### src/rtl/bip_pkg.sv
// Shared types and constants for the halt report sequencer and its helpers.
package bip_pkg;

    typedef enum logic [2:0] {
        IDLE,
        CAPTURE,
        SEND,
        WAIT,
        DONE
    } state_t;

    localparam logic [7:0] HDR_BYTE    = 8'hA5;
    localparam int         FRAME_BYTES = 9;
    localparam int         IDX_W       = 4;

    // Frame layout: header, PC, ACC, cycle count; MSB first within each field.
    function automatic logic [8*FRAME_BYTES-1:0] build_frame(
        input logic [7:0]  hdr,
        input logic [15:0] pc,
        input logic [15:0] acc,
        input logic [31:0] cnt
    );
        return {hdr, pc, acc, cnt};
    endfunction

endpackage

### src/rtl/halt_report_sequencer_cycle_counter.sv
// Free-running run-time counter with clear priority over enable; wraps silently.
module cycle_counter #(
    parameter int CNT_W = 32
) (
    input  logic             clk,
    input  logic             rst_n,
    input  logic             en,
    input  logic             clr,
    output logic [CNT_W-1:0] count
);

    logic [CNT_W-1:0] count_q;
    logic [CNT_W-1:0] count_d;

    always_comb begin
        count_d = count_q;
        if (clr) begin
            count_d = '0;
        end else if (en) begin
            count_d = count_q + 1'b1;
        end
    end

    always_ff @(posedge clk or negedge rst_n) begin
        if (!rst_n) begin
            count_q <= '0;
        end else begin
            count_q <= count_d;
        end
    end

    assign count = count_q;

endmodule

### src/rtl/halt_report_sequencer.sv
// Freezes the CPU on halt, then streams header, PC, ACC and cycle count
// through the uart_tx start/done handshake until restart resumes the CPU.
module halt_report_sequencer
    import bip_pkg::*;
#(
    parameter int         PC_W     = 11,
    parameter int         DATA_W   = 16,
    parameter int         CNT_W    = 32,
    parameter logic [7:0] HDR_BYTE = bip_pkg::HDR_BYTE
) (
    input  logic              clk,
    input  logic              rst_n,
    input  logic              halt,
    input  logic              restart,
    input  logic [PC_W-1:0]   pc_in,
    input  logic [DATA_W-1:0] acc_in,
    output logic              cpu_en,
    output logic              tx_start,
    output logic [7:0]        tx_data,
    input  logic              tx_done,
    output logic              busy,
    output logic              report_done
);

    localparam int FRAME_W = 8 * FRAME_BYTES;

    state_t             state_q, state_d;
    logic               cpu_en_q, cpu_en_d;
    logic               tx_start_q, tx_start_d;
    logic [7:0]         tx_data_q, tx_data_d;
    logic               busy_q, busy_d;
    logic               report_done_q, report_done_d;
    logic [IDX_W-1:0]   byte_idx_q, byte_idx_d;
    logic [FRAME_W-1:0] frame_q, frame_d;
    logic [CNT_W-1:0]   cycle_cnt;
    logic [7:0]         frame_byte;
    logic               cnt_en;
    logic               cnt_clr;

    // Restart only clears the counter where it is honoured (IDLE and DONE).
    assign cnt_en  = cpu_en_q && (state_q == IDLE);
    assign cnt_clr = restart && ((state_q == IDLE) || (state_q == DONE));

    cycle_counter #(
        .CNT_W(CNT_W)
    ) u_cycle_counter (
        .clk  (clk),
        .rst_n(rst_n),
        .en   (cnt_en),
        .clr  (cnt_clr),
        .count(cycle_cnt)
    );

    always_comb begin
        case (byte_idx_q)
            4'd0:    frame_byte = frame_q[71:64];
            4'd1:    frame_byte = frame_q[63:56];
            4'd2:    frame_byte = frame_q[55:48];
            4'd3:    frame_byte = frame_q[47:40];
            4'd4:    frame_byte = frame_q[39:32];
            4'd5:    frame_byte = frame_q[31:24];
            4'd6:    frame_byte = frame_q[23:16];
            4'd7:    frame_byte = frame_q[15:8];
            4'd8:    frame_byte = frame_q[7:0];
            default: frame_byte = 8'h00;
        endcase
    end

    always_comb begin
        state_d       = state_q;
        cpu_en_d      = cpu_en_q;
        tx_start_d    = 1'b0;
        tx_data_d     = tx_data_q;
        busy_d        = busy_q;
        report_done_d = report_done_q;
        byte_idx_d    = byte_idx_q;
        frame_d       = frame_q;
        case (state_q)
            IDLE: begin
                if (!restart && halt) begin
                    state_d  = CAPTURE;
                    cpu_en_d = 1'b0;
                end
            end
            CAPTURE: begin
                frame_d    = build_frame(HDR_BYTE, 16'(pc_in), 16'(acc_in), 32'(cycle_cnt));
                byte_idx_d = '0;
                busy_d     = 1'b1;
                state_d    = SEND;
            end
            SEND: begin
                tx_data_d  = frame_byte;
                tx_start_d = 1'b1;
                state_d    = WAIT;
            end
            WAIT: begin
                if (tx_done) begin
                    if (byte_idx_q < IDX_W'(FRAME_BYTES - 1)) begin
                        byte_idx_d = byte_idx_q + 1'b1;
                        state_d    = SEND;
                    end else begin
                        busy_d        = 1'b0;
                        report_done_d = 1'b1;
                        state_d       = DONE;
                    end
                end
            end
            DONE: begin
                cpu_en_d = 1'b0;
                if (restart) begin
                    cpu_en_d      = 1'b1;
                    report_done_d = 1'b0;
                    state_d       = IDLE;
                end
            end
            default: state_d = IDLE;
        endcase
    end

    always_ff @(posedge clk or negedge rst_n) begin
        if (!rst_n) begin
            state_q       <= IDLE;
            cpu_en_q      <= 1'b1;
            tx_start_q    <= 1'b0;
            tx_data_q     <= 8'h00;
            busy_q        <= 1'b0;
            report_done_q <= 1'b0;
            byte_idx_q    <= '0;
            frame_q       <= '0;
        end else begin
            state_q       <= state_d;
            cpu_en_q      <= cpu_en_d;
            tx_start_q    <= tx_start_d;
            tx_data_q     <= tx_data_d;
            busy_q        <= busy_d;
            report_done_q <= report_done_d;
            byte_idx_q    <= byte_idx_d;
            frame_q       <= frame_d;
        end
    end

    assign cpu_en      = cpu_en_q;
    assign tx_start    = tx_start_q;
    assign tx_data     = tx_data_q;
    assign busy        = busy_q;
    assign report_done = report_done_q;

endmodule

### config.mk
export PLATFORM = sky130hd
export DESIGN_NAME = halt_report_sequencer
export DESIGN_NICKNAME = d
export VERILOG_FILES = /design/src/rtl/bip_pkg.sv /design/src/rtl/halt_report_sequencer_cycle_counter.sv /design/src/rtl/halt_report_sequencer.sv
export SDC_FILE = /design/constraint.sdc
export NUM_CORES = 1
export LEC_CHECK = 0
export ABC_CLOCK_PERIOD_IN_PS = 2900
export CAP_MARGIN = 5
export CORE_MARGIN = 2
export CORE_UTILIZATION = 40
export DETAILED_ROUTE_END_ITERATION = 10
export PLACE_DENSITY = 0.61
export SYNTH_ARGS = -nofsm -noshare
export SYNTH_HDL_FRONTEND = slang
export SYNTH_HIERARCHICAL = 1
export SYNTH_SLANG_ARGS = --single-unit
### constraint.sdc
create_clock -name clk -period 2.9 [get_ports clk]
set_input_delay 0.435 -clock clk [delete_from_list [all_inputs] [get_ports clk]]
set_output_delay 0.435 -clock clk [all_outputs]
set_load 0.01 [all_outputs]
Word-level counts from Yosys, hierarchy flattened
Index checks and enable logic that the tools add are counted.
{ "classes": {"add_sub_neg": 2, "eq_ne": 17, "mux": 22, "reduce_logical": 16, "magnitude_cmp": 1} }
{ "ops": {"columns": ["operator", "count"], "rows": [
  ["$pmux 8 s9", 1],
  ["$mux 32", 2],
  ["$add 32x1->32 const B", 1],
  ["$eq 4x3->1 const B", 4],
  ["$pmux 3 s5", 1],
  ["$mux 3", 4],
  ["$reduce_and 3->1", 3],
  ["$eq 4x2->1 const B", 2],
  ["$mux 1", 8],
  ["$mux 4", 2],
  ["$ne 2x2->1 const B", 4],
  ["$pmux 4 s2", 1],
  ["$reduce_bool 2->1", 4],
  ["$eq 3x2->1 const B", 2],
  ["$pmux 1 s2", 3],
  ["$add 4x1->4 const B", 1],
  ["$eq 4x1->1 const B", 1],
  ["$eq 4x4->1 const B", 1],
  ["$logic_not 4->1", 1],
  ["$lt 4x4->1 const B", 1],
  ["$reduce_and 4->1", 1],
  ["$eq 3x1->1 const B", 1],
  ["$eq 3x3->1 const B", 1],
  ["$logic_and 1x1->1", 3],
  ["other kinds (5)", 5]
]} }
{ "totals": {"input_bits": 32, "elab_cells": 67, "out_inout_bits": 12, "ff_bits": 111} }

Logic depth before layout (Yosys ltp)
{ "logic_depth": {"depth_word": 4, "ltp_mapped": 9} }

Modules after synthesis
The synthesis kept the hierarchy.
{ "by_module_without_submodules": {"columns": ["mod", "cells_per_inst", "area_each_um2", "instances", "seq_area_each_um2"], "rows": [
  ["halt_report_sequencer", 297, 3634.7, 1, 1978.1],
  ["cycle_counter", 176, 1680.4, 1, 800.8]
]} }

Worst setup path before layout
OpenSTA, ideal clock, no wires.
{ "synth_path": {"kind": "register to register", "start": "register state_q[1]", "end": "register u_cycle_counter.count_q[27] (netlist: u_cycle_counter/count[27])", "path_stages_with_launch": 9, "period_less_slack_ns": 2.351, "path_slack_ns": 0.549, "t_arrival_ns": 2.273, "cell_sequence": "dfrtp_1 > buf_2 > nor4b_1 > buf_4 > o2111ai_4 > or3_1 > clkbuf_2 > or4_1 > a21oi_1"} }
{ "synth_between": {"elab_cells_between_ends": 7, "cone_classes": "eq/ne (1); mux (1); reduce/logical (5)"} }
{ "synth_rtl": {"columns": ["element", "line", "source"], "rows": [
  ["from (decl)", "halt_report_sequencer.sv:27", "state_t state_q, state_d;"],
  ["from (signal assigned)", "halt_report_sequencer.sv:131", "state_q <= state_d;"],
  ["$logic_not 3->1", "halt_report_sequencer.sv:41", "assign cnt_en = cpu_en_q && (state_q == IDLE);"],
  ["$logic_and 1x1->1", "halt_report_sequencer.sv:41", null],
  ["named net cnt_en", "halt_report_sequencer.sv:37", "logic cnt_en;"],
  ["$reduce_bool 2->1 (no source line)", null, null],
  ["to (signal assigned)", "halt_report_sequencer_cycle_counter.sv:28", "count_q <= count_d;"],
  ["to (decl)", "halt_report_sequencer_cycle_counter.sv:12", "logic [CNT_W-1:0] count_q;"]
]} }
The timed path passes the listed nets, and every way through them passes these cells.
A chain may end at the register's enable or synchronous reset.

Worst setup path after layout
{ "layout_path": {"start": "register cpu_en_q (netlist: cpu_en)", "end": "register u_cycle_counter.count_q[25] (netlist: u_cycle_counter/count[25])"} }
{ "layout_between": {"elab_chain_cells": 2} }
{ "layout_lines": {"columns": ["element", "line", "source"], "rows": [
  ["from (decl)", "halt_report_sequencer.sv:28", "logic cpu_en_q, cpu_en_d;"],
  ["from (signal assigned)", "halt_report_sequencer.sv:132", "cpu_en_q <= cpu_en_d;"],
  ["$logic_and 1x1->1", "halt_report_sequencer.sv:41", null],
  ["named net cnt_en", "halt_report_sequencer.sv:37", null],
  ["$reduce_bool 2->1 (no source line)", null, null]
]} }
The timed path passes the listed nets, and every way through them passes these cells.

==> results.cfg <==
[final_layout]
layout_common_cells = dfrtp_1 (110), mux2_2 (59), clkdlybuf4s50_1 (42), a21oi_1 (34), nand2_1 (31)
layout-drive-gt1-share = 0.193
fillers = 1185
final_core_util = 0.478
n_antenna_cell = 0
syn_to_final_growth_pct = 17.6
final_common_cell = dfrtp_1
fin_nets = 547

[critical_path]
critPathArrivalTime_ps = 2960
cp_slowest_stage_delay_ps = 580
end_kind = flop
startpoint = cpu_en
crit_family = simple AND/OR/NAND/NOR gates
path_cells = nor4b_1 -> buf_4 -> o2111ai_4 -> or3_1 -> or4_1 -> a21oi_1
worstPathRequired_ps = 3170
r2r-start = cpu_en
critPathKind = flop to flop
worstSetupStartpointType = flop
cp_num_buf_inv = 1
crit_path_top_delay_cell = or3_1
cp_max_fo = 14

[pwr]
ir_drop_mv = 0.346
p_per_area_nw_per_um2 = 842
leakage_uw = 0.00262

[timing]
slew_headroom = 0.589
min_period_over_period = 0.926
worst_slew_pin_slew_ps = 616
timing_hold_violations_final = 0
setup_viol = 0
rsz0062_at_grt = no
slew_violations = 0
fmax_mhz = 372
tns_ps = 0
worst_clock_skew_ps = 8.09
fin_crit_ps = 2690

[clock_tree]
clockBufferDepth = 2
cts_resized = 0
cts_tree = yes
cts_setup_buffers = 0
root_buffer = clkbuf_16
hold_buffers = 0
cts_buffers = 9
cts_max_level = 3
clk_pin_slew_ps = 70
worstSkewPairLatency_ps = 350
clkSinkCount = 111

[global_routing]
grt_pass1_vias = 3719
grt_pass1_wl_mm = 19.8
antenna_found_initial = 0
grt.total_usage = 0.177
overflow = 0
grt_max_degree = 57

[logic_synthesis]
synth_edf_count = 0
synth_area_sq_um = 5320
ys_types = 56
synth_compound_area_frac = 0.140
syn-num-nets = 510
synth_top_family_by_area = compound AO/OA/AOI/OAI gates
synthMuxAreaShare = 0.134
seq_area_frac_synth = 0.523
async_reset_ff_frac = 1.00
avgSynthCellArea_sq_um = 11.2
synth_fa_ha_area_frac = 0.0118
yosys.area_share.simple = 0.127
ys_ff_latch = 111
ys.flop_type = dfrtp_1
postSynthCellCount = 473
synth-xor-area-share = 0.0181
yosysWarnings = 6

[drt]
drtIter0Drc = 362
wl_mm = 12.0
drc = 0
antenna_left = 0
vias_per_cell = 5.56
vias = 3835
dr.pass1.iters = 4
wl_per_cell_microns = 17.4

[run_status]
status = completed

[placed_design]
portBuffers = 43
gp_congestion = 0.825
dpl.hpwl_mm = 8.53

[floorplanning]
dieArea_sq_um = 14200
die_h_microns = 119
start_util = 0.406
core_area_sq_um = 13100
num_io_pins = 44
fp.dieW_microns = 119
rows = 42

[job]
cap_viol_max_count = 0

[worst_hold_path]
min_path_type = input pin to asynchronous set/reset pin
per-stage QoR:
step                      area [sq um]  power (uW)  hold slack, ps  std cells  setup slack (ps)
after CTS                         6250        5310            21.6        690               208
after detailed placement          5940        3990             395        675               102
after global placement            5940        3960             400        675               169
final                             6250        5260            15.3        690               214
after global routing              6250        5590            38.7        690              51.4
after floorplan                   5320        3390             139        473               549
worst paths after layout:
check / end / cells past startpoint / slack (ps)
max: u_cycle_counter/count[25] / 6 / 210
min: frame_q[11] / 1 / 20
max reg2reg: u_cycle_counter/count[25] / 6 / 210
min reg2reg: busy / 1 / 480
max in group asynchronous: frame_q[39] / 2 / 2120
min in group clk: busy / 1 / 480
cell type report:
| class | instances | area, sq um | share of cell area |
|---|---|---|---|
| inverter | 16 | 60.1 | 0.00961 |
| clock buffer | 11 | 243 | 0.0388 |
| multi-input combinational | 312 | 2300 | 0.368 |
| tap | 176 | 220 | 0.0352 |
| clock inverter | 4 | 70.1 | 0.0112 |
| timing repair buffer | 60 | 581 | 0.0929 |
| sequential | 111 | 2780 | 0.445 |
layer usage:
metal | vias up | wire, microns | track usage
met5 | - | 0 | 0
met4 | 0 | 131 | 0.0469
met3 | 10 | 465 | 0.0345
met2 | 77 | 5580 | 0.278
met1 | 1928 | 5820 | 0.252
li1 | 1820 | - | -
flip-flops by register name (all words and copies together) (netlist names):
register / flops
cpu_en: 1
report_done: 1
busy: 1
byte_idx_q: 4
u_cycle_counter/count: 32
tx_start: 1
frame_q: 60
tx_data: 8
state_q: 3
cells by family after synthesis:
| logic type | after synthesis |
|---|---|
| AO/OA/AOI/OAI | 111 |
| flip-flops | 111 |
| adder cells (fa/ha/maj) | 5 |
| multiplexers | 64 |
| buffers and inverters | 50 |
| AND/OR/NAND/NOR | 121 |
| XOR/XNOR | 11 |
cells in the mapped netlist (all sizes together) (3+ instances only):
master    n  share of area
dfrtp   110           0.52
mux2     59           0.13
a21oi    34          0.032
nand2    31          0.022
o21ai    25          0.024
buf      23          0.026
nor2     18          0.014
inv      16          0.011
or4      13          0.018
a22oi    12          0.017
o31ai    12          0.017
clkbuf   11         0.0080
nand3    11          0.010
or3       9          0.011
xnor2     7          0.012
nand4     6         0.0099
nor3      6         0.0056
ha        5          0.012
mux2i     5         0.0094
a222oi    4         0.0075
and4      4         0.0066
nand2b    4         0.0047
nor2b     4         0.0047
nor4      4         0.0047
xor2      4         0.0066
and3      3         0.0035
nand3b    3         0.0042
o22ai     3         0.0035
power breakdown:
group          switching (uW)  internal, uW
registers                 322          1920
clock network             537           773
logic                     888           822
No activity file was read; power rests on OpenSTA's default activity.
